**config.mk**
```make
export PLATFORM = sky130hd
export DESIGN_NAME = gpio_pad_ctrl
export DESIGN_NICKNAME = d
export VERILOG_FILES = /design/src/rtl/gpio_pad_ctrl.sv
export SDC_FILE = /design/constraint.sdc
export NUM_CORES = 1
export LEC_CHECK = 0
export CAP_MARGIN = 0
export CORE_UTILIZATION = 31
export CTS_CLUSTER_DIAMETER = 60
export DETAILED_ROUTE_END_ITERATION = 10
export PLACE_DENSITY = 0.88
export SLEW_MARGIN = 20
export SYNTH_ARGS = -nofsm -noshare
export SYNTH_HDL_FRONTEND = slang
export SYNTH_SLANG_ARGS = --single-unit
```
**constraint.sdc**
```tcl
create_clock -name clk -period 2.2 [get_ports clk]
set_input_delay 0.44 -clock clk [delete_from_list [all_inputs] [get_ports clk]]
set_output_delay 0.44 -clock clk [all_outputs]
set_load 0.1 [all_outputs]
```
**src/rtl/gpio_pad_ctrl.sv**
```systemverilog
// Pin-side stage of the GPIO peripheral: registered pad output/enable drive,
// synchronised and debounced pad inputs, and per-pin edge interrupts.
module gpio_pad_ctrl #(
   parameter int NUM_IO          = 2,
   parameter int SYNC_STAGES     = 2,
   parameter int DEBOUNCE_CYCLES = 16,
   parameter int CNT_W           = 5
) (
   input  logic              clk,
   input  logic              rst_n,
   input  logic [31:0]       reg_ctrl,
   input  logic [31:0]       reg_data,
   input  logic [NUM_IO-1:0] pad_i,
   output logic [NUM_IO-1:0] pad_o,
   output logic [NUM_IO-1:0] pad_oe,
   output logic [NUM_IO-1:0] io_pin_o,
   input  logic [NUM_IO-1:0] irq_en_i,
   input  logic [NUM_IO-1:0] irq_clr_i,
   output logic [NUM_IO-1:0] irq_pend_o,
   output logic              irq_o
);

   logic [NUM_IO-1:0] r_sync [SYNC_STAGES];
   logic [NUM_IO-1:0] w_s;
   logic [NUM_IO-1:0] r_st;
   logic [NUM_IO-1:0] w_accept;
   logic [NUM_IO-1:0] w_oe_nxt;
   logic [NUM_IO-1:0] w_po_nxt;
   logic [NUM_IO-1:0] w_in_mode;
   logic [NUM_IO-1:0] r_pad_o;
   logic [NUM_IO-1:0] r_pad_oe;
   logic [NUM_IO-1:0] r_pend;

   // Mode decode: 01 drives the pad, 10 is input; 00 and 11 leave the pad undriven.
   always_comb begin
      w_oe_nxt  = '0;
      w_po_nxt  = '0;
      w_in_mode = '0;
      for (int i = 0; i < NUM_IO; i++) begin
         w_oe_nxt[i]  = (reg_ctrl[2*i +: 2] == 2'b01);
         w_po_nxt[i]  = (reg_ctrl[2*i +: 2] == 2'b01) & reg_data[i];
         w_in_mode[i] = (reg_ctrl[2*i +: 2] == 2'b10);
      end
   end

   generate
      if (NUM_IO < 16) begin : g_unused
         logic w_unused_bits;
         assign w_unused_bits = ^{reg_ctrl[31:2*NUM_IO], reg_data[31:NUM_IO]};
      end
   endgenerate

   always_ff @(posedge clk or negedge rst_n) begin
      if (!rst_n) begin
         r_pad_o  <= '0;
         r_pad_oe <= '0;
      end else begin
         r_pad_o  <= w_po_nxt;
         r_pad_oe <= w_oe_nxt;
      end
   end

   always_ff @(posedge clk or negedge rst_n) begin
      if (!rst_n) begin
         for (int k = 0; k < SYNC_STAGES; k++) r_sync[k] <= '0;
      end else begin
         r_sync[0] <= pad_i;
         for (int k = 1; k < SYNC_STAGES; k++) r_sync[k] <= r_sync[k-1];
      end
   end

   assign w_s = r_sync[SYNC_STAGES-1];

   generate
      if (DEBOUNCE_CYCLES == 0) begin : g_bypass
         assign w_accept = w_s ^ r_st;

         always_ff @(posedge clk or negedge rst_n) begin
            if (!rst_n) r_st <= '0;
            else        r_st <= w_s;
         end
      end else begin : g_debounce
         localparam logic [CNT_W-1:0] LP_LAST = CNT_W'(DEBOUNCE_CYCLES - 1);
         logic [CNT_W-1:0] r_cnt [NUM_IO];

         always_comb begin
            w_accept = '0;
            for (int i = 0; i < NUM_IO; i++)
               w_accept[i] = (w_s[i] != r_st[i]) && (r_cnt[i] == LP_LAST);
         end

         // Any cycle where s returns to the stable level restarts the count.
         always_ff @(posedge clk or negedge rst_n) begin
            if (!rst_n) begin
               r_st <= '0;
               for (int i = 0; i < NUM_IO; i++) r_cnt[i] <= '0;
            end else begin
               for (int i = 0; i < NUM_IO; i++) begin
                  if (w_s[i] == r_st[i]) begin
                     r_cnt[i] <= '0;
                  end else if (w_accept[i]) begin
                     r_st[i]  <= w_s[i];
                     r_cnt[i] <= '0;
                  end else begin
                     r_cnt[i] <= r_cnt[i] + CNT_W'(1);
                  end
               end
            end
         end
      end
   endgenerate

   // Set has priority so an edge landing with a clear is never lost.
   always_ff @(posedge clk or negedge rst_n) begin
      if (!rst_n) begin
         r_pend <= '0;
      end else begin
         for (int i = 0; i < NUM_IO; i++) begin
            if (w_accept[i] && w_in_mode[i] && irq_en_i[i]) r_pend[i] <= 1'b1;
            else if (irq_clr_i[i])                            r_pend[i] <= 1'b0;
         end
      end
   end

   assign pad_o      = r_pad_o;
   assign pad_oe     = r_pad_oe;
   assign io_pin_o   = r_st;
   assign irq_pend_o = r_pend;
   assign irq_o      = |r_pend;

endmodule

```
==> results of run 1 <==
-- metrics by stage --
step | util, % | instances | worst slack, ps | cell area (um^2) | hold slack, ps
floorplan | - | 65 | 42.6 | 822 | 144
global placement | 42.6 | 118 | 751 | 1060 | 335
detailed placement | 42.6 | 118 | 719 | 1060 | 336
CTS | 44.0 | 122 | 679 | 1100 | 364
global route | 44.0 | 122 | 590 | 1100 | 377
finish | 44.0 | 122 | 676 | 1100 | 361
-- cells in the final DEF (no fill, tap or decap) --
cell type and n:
buf_4 10, xor2_1 4, and3_1 2, or3_1 2
nor2b_1 2, nand3_1 4, nand2_1 3, ha_1 2
o21ai_0 2, mux2_2 1, clkdlybuf4s50_1 13, xnor2_1 4
mux2_1 1, clkbuf_8 1, o32ai_1 2, dfrtp_1 22
inv_1 4, and2_1 2, clkbuf_4 3, nor2_1 8
-- synthesized netlist by cell type, drive strengths merged --
cell type	count
and3	2
mux2	2
inv	4
o32ai	2
xnor2	4
dfrtp	22
nand3	4
o21ai	2
and2	2
xor2	4
ha	2
nor2b	2
or3	2
nand2	3
nor2	8
-- per-layer routing --
metal	GRT usage (%)	routed length (um)
met1	11.4	503
met4	9.21	44
met2	21.7	704
met5	0	0
met3	2.59	46
-- registers in the layout (all words and copies together) (netlist names) --
signal and cells:
r_sync 2, w_s 2, g_debounce.r_cnt 10, pad_o 2, io_pin_o 2, pad_oe 2
irq_pend_o 2
-- worst max-delay path: stages (launching register included) --
cell	delay, ps
dfrtp_1	380
inv_1	60
nand2_1	50
buf_4	280
-- logic make-up after synthesis --
family / count (synthesis) / share of synthesized area, %
buf+inv: 4 / 1.83
xor+xnor: 8 / 8.52
simple gates: 23 / 13.5
compound gates: 4 / 3.35
flops: 22 / 67.0
fa+ha+maj: 2 / 3.04
mux: 2 / 2.74
-- final cells by class --
class,instances,area share [%]
Tap cell,30,3.41
Clock buffer,4,3.30
Timing Repair Buffer,23,18.6
Inverter,4,1.36
Sequential cell,22,50.0
Multi-Input combinational cell,39,23.3
-- power groups by stage --
stage | Combinational [mW] | Clock, mW | Sequential [mW]
2_1_floorplan | 0.0214 | 0 | 0.461
3_3_place_gp | 0.0860 | 0 | 0.437
3_5_place_dp | 0.0879 | 0 | 0.438
4_1_cts | 0.0884 | 0.222 | 0.430
5_1_grt | 0.0949 | 0.248 | 0.433
6_report | 0.0869 | 0.219 | 0.430
-- path summary, 6_finish.rpt --
path | end
setup / recovery | irq_o
hold / removal | w_s[1]$_DFF_PN0_
min in group asynchronous | irq_pend_o[0]$_DFFE_PN0P_
setup reg to reg | io_pin_o[0]$_DFFE_PN0P_
hold reg to reg | w_s[1]$_DFF_PN0_
max in group asynchronous | g_debounce.r_cnt[1]$_DFF_PN0_
==> run metrics, run 1 <==
CTS Root Cell=clkbuf_4; Rel. slew slack=78.6%; synth top area cells=dfrtp_1 67%, xnor2_1 4.3%, xor2_1 4.3%, nor2_1 3.7%, ha_1 3.0%; initial core utilization=32.9%; grt ovf=0; full die area=2860 um^2; global-route wire length before repair=2320 um; WP data arrival=1080 ps; GP Congestion=0.711; DPL Wire Length=1030 um; port bufs=22; Worst Hold Class=reg -> reg; min-delay src=r_sync[3]$_DFF_PN0_; Sink Count=22; Setup Skew=5.59 ps; footprint of the multi-input gates=256 um^2; Synth Net Count=139; crit-path max FO=2; GRT Overall Usage=11.9%; clock latency on the worst-skew pair=310 ps; vias in the first global route=600; sequential share of power=58.4%; CTS max path bufs=2; sw frac=24.0%; Worst EP required=1760 ps; largest net degree at the start of global routing=23; Die X=53.5 um; switching pwr=0.177 mW; Min Clock Period, post-route=1520 ps; FF-to-FF setup slack=710 ps; I/O pins=81; vias post-DR=545; core area=2500 um^2; Ys Warns=0; number of max-cap violations=0; hold path depth=0; # setup viols final=0; final WL=1300 um; Setup TNS Final=0 ps; Worst-Margin Slew=317 ps; Int Power=0.559 mW; Iteration-0 DRC Markers=6; CTS tree=done; Synth top area share=67.0%; Pwr Density=668 nW/um^2; per-cell routed wire length=10.6 um; drt pass-1 iters=4; clock power share=29.8%; Pwr Total=0.736 mW; startpoint types=register; Mapped Area=822 um^2; DRC Markers=0; total CTS buffers=3; Seq/Total Area, Yosys=67.0%; synth unique cells=16; # rows=18; post-synth top area cell=dfrtp_1; Die Ht=53.5 um; period utilisation layout=69.3%; H-tree level count=1; Post-CTS Setup Inserts=0; RSZ-0062 raised after global routing=no; CP Class=reg -> out; DR vias/cell=4.47; Layout Nets=167; post-route ant nets=0; final-layout fill cell count=240; Final Hold Viols=0; register area=551 um^2; #FFs+latches synth=22; outcome=completed; fin. max-slew vios=0; initial antenna violation count=0; Worst-path clk slew=120 ps; crit path capture type=output pin; Area growth, synth to finish=33.9%; ANT cells=0; Mean Syn Cell Area=12.6 um^2; Gates resized, CTS repair=0; combinational share of power=11.8%; Syn Inst Count=65; layout cells sized above 1=16.3%; Fmax=656 MHz; launch point of the worst path=irq_pend_o[1]$_DFFE_PN0P_; Pleak=0.537 nW; Reg2Reg Depth=4; R2R Path Start=g_debounce.r_cnt[5]$_DFF_PN0_; Worst IR Drop VDD=0.338 mV; Hold-fix buffers, CTS=0
(Power assumes the default switching activity.)
==> run 2, diff against run 1 <==
- CORE_UTILIZATION: 31 -> 29
- PLACE_DENSITY: 0.88 -> 0.83
- clock period: 2.2 -> 1.5 ns (I/O delays scaled with it)
==> run 2 against run 1 <==
Net effect: hold slack lost 28 ps; critical path depth grew 1; clock skew shrank 4.5 ps; sequential power grew 48%; count of clock-buffer cells in the layout is the same; non-clock buffer count grew 3; sequential cell count is the same; total power grew 50%; die area grew 6.6%; cell count grew 2.5%; global-route usage shrank 0.58 points; wire length grew 22%; critical endpoint is now io_pin_o[1]$_DFFE_PN0P_; largest power group unchanged.
==> run metrics, run 2 (synthesis gave the netlist of run 1 again) <==
Die Ht=55.2 um; Reg2Reg Depth=4; reg-to-reg endpoint=io_pin_o[1]$_DFFE_PN0P_; # rows=18; Min Clock Period, post-route=1480 ps; startpoint types=register; crit path to=io_pin_o[1]$_DFFE_PN0P_; Fmax=678 MHz; Iteration-0 DRC Markers=5; DR vias/cell=4.61; CTS max path bufs=2; GRT Overall Usage=11.4%; I/O pins=81; Worst EP required=1700 ps; Layout Nets=170; port bufs=22; largest net degree at the start of global routing=23; delay-heaviest family, CP=simple AND/OR/NAND/NOR gates; DRC Markers=0; CP Cell Sequence=ha_2 -> nand3_2 -> or3_4 -> mux2_4; period utilisation layout=98.4%; CTS Root Cell=clkbuf_4; GP Congestion=0.723; Worst-Margin Slew=337 ps; vias in the first global route=611; CP bufs+invs=0; launch point of the worst path=g_debounce.r_cnt[0]$_DFF_PN0_; Pwr Total=1.11 mW; max FFs per register=10; crit path capture type=register; clock latency on the worst-skew pair=300 ps; Top Layer Used=met4; FF-to-FF setup slack=20 ps; commonest non-fill, non-tap cells in the layout=18 x dfrtp_1, 13 x clkdlybuf4s50_1, 9 x buf_12, 8 x nor2_1; Hold Worst Slack=332 ps; per-cell routed wire length=12.7 um; Worst Hold Class=in -> async; met1 wire length=665 um; Hold-fix buffers, CTS=0; Pwr Density=850 nW/um^2; Placed Area=1210 um^2; Worst IR Drop VDD=0.487 mV; Stages on worst setup path=4; R2R Path Start=g_debounce.r_cnt[0]$_DFF_PN0_; slowest stage delay, CP=380 ps; Pleak=0.584 nW; drt pass-1 iters=2; vias post-DR=576; CP max stage cell=dfrtp_1; number of max-cap violations=0; CTS tree=done; total CTS buffers=3; Setup TNS Final=0 ps; Worst-path clk slew=120 ps; most common cell after layout, fill and taps aside=dfrtp_1; Die X=55.2 um; outcome=completed; global-route wire length before repair=2680 um; post-route ant nets=0; Final Hold Viols=0; full die area=3050 um^2; crit-path max FO=3; grt ovf=0; DPL Wire Length=1140 um; initial core utilization=32.0%; initial antenna violation count=0; Rel. slew slack=77.3%; ANT cells=0; Layout Cell Area excl Fill=1300 um^2; core area=2570 um^2; fin. max-slew vios=0; routed length on met2=805 um; Area growth, synth to finish=58.1%; met3 wire length=77 um; final WL=1580 um; CP Class=reg -> reg; H-tree level count=1; Setup Skew=1.07 ps; # setup viols final=0; Largest Register=g_debounce.r_cnt; Sink Count=22; WP data arrival=1670 ps; layout cells sized above 1=34.7%
-- run 2: timing repair --
item                       CTS  global route
setup endpoints to repair    2             4
cloned                       0             0
resized for setup            1             7
buffers inserted             2             0
pin swaps                    0             0
-- run 2: cell type report --
| type | instances | area (um^2) |
|---|---|---|
| repair buffers | 26 | 340 |
| inverters | 4 | 15.0 |
| multi-input cells | 39 | 310 |
| flip-flops and latches | 22 | 561 |
| fillers | 226 | 1270 |
| well taps | 30 | 37.5 |
| clock buffers | 4 | 36.3 |
-- run 2: worst reg2reg max path, stage by stage, from the launching register on --
cell     delay [ps]
dfrtp_1         380
ha_2            210
nand3_2         110
or3_4           370
mux2_4          310
-- run 2: how the worst min path moves through the flow --
stage | to | cells past startpoint | slack [ps]
2_1_floorplan | g_debounce.r_cnt[0]$_DFF_PN0_ | 0 | 4
3_3_place_gp | w_s[1]$_DFF_PN0_ | 0 | 330
3_5_place_dp | w_s[0]$_DFF_PN0_ | 0 | 330
4_1_cts | r_sync[3]$_DFF_PN0_ | 2 | 340
5_1_grt | g_debounce.r_cnt[0]$_DFF_PN0_ | 2 | 360
6_report | pad_oe[0]$_DFF_PN0_ | 2 | 330
-- run 2: layer usage --
layer	vias up	global-route usage, %
met5	-	0
met4	0	7.50
met3	4	2.11
met2	23	18.9
met1	275	13.3
li1	274	-
-- run 2: stage by stage --
step | worst slack [ps] | std cells | utilization (%)
2_1_floorplan | -92.2 | 65 | -
3_3_place_gp | 34.5 | 119 | 47.2
3_5_place_dp | -14.5 | 119 | 47.2
4_1_cts | 19.9 | 125 | 49.4
5_1_grt | -8.39 | 125 | 50.6
6_report | 24.6 | 125 | 50.6
-- run 2: power by group --
part           internal [mW]  switching [mW]
Sequential             0.616          0.0188
Clock                  0.148           0.170
Combinational         0.0755          0.0774
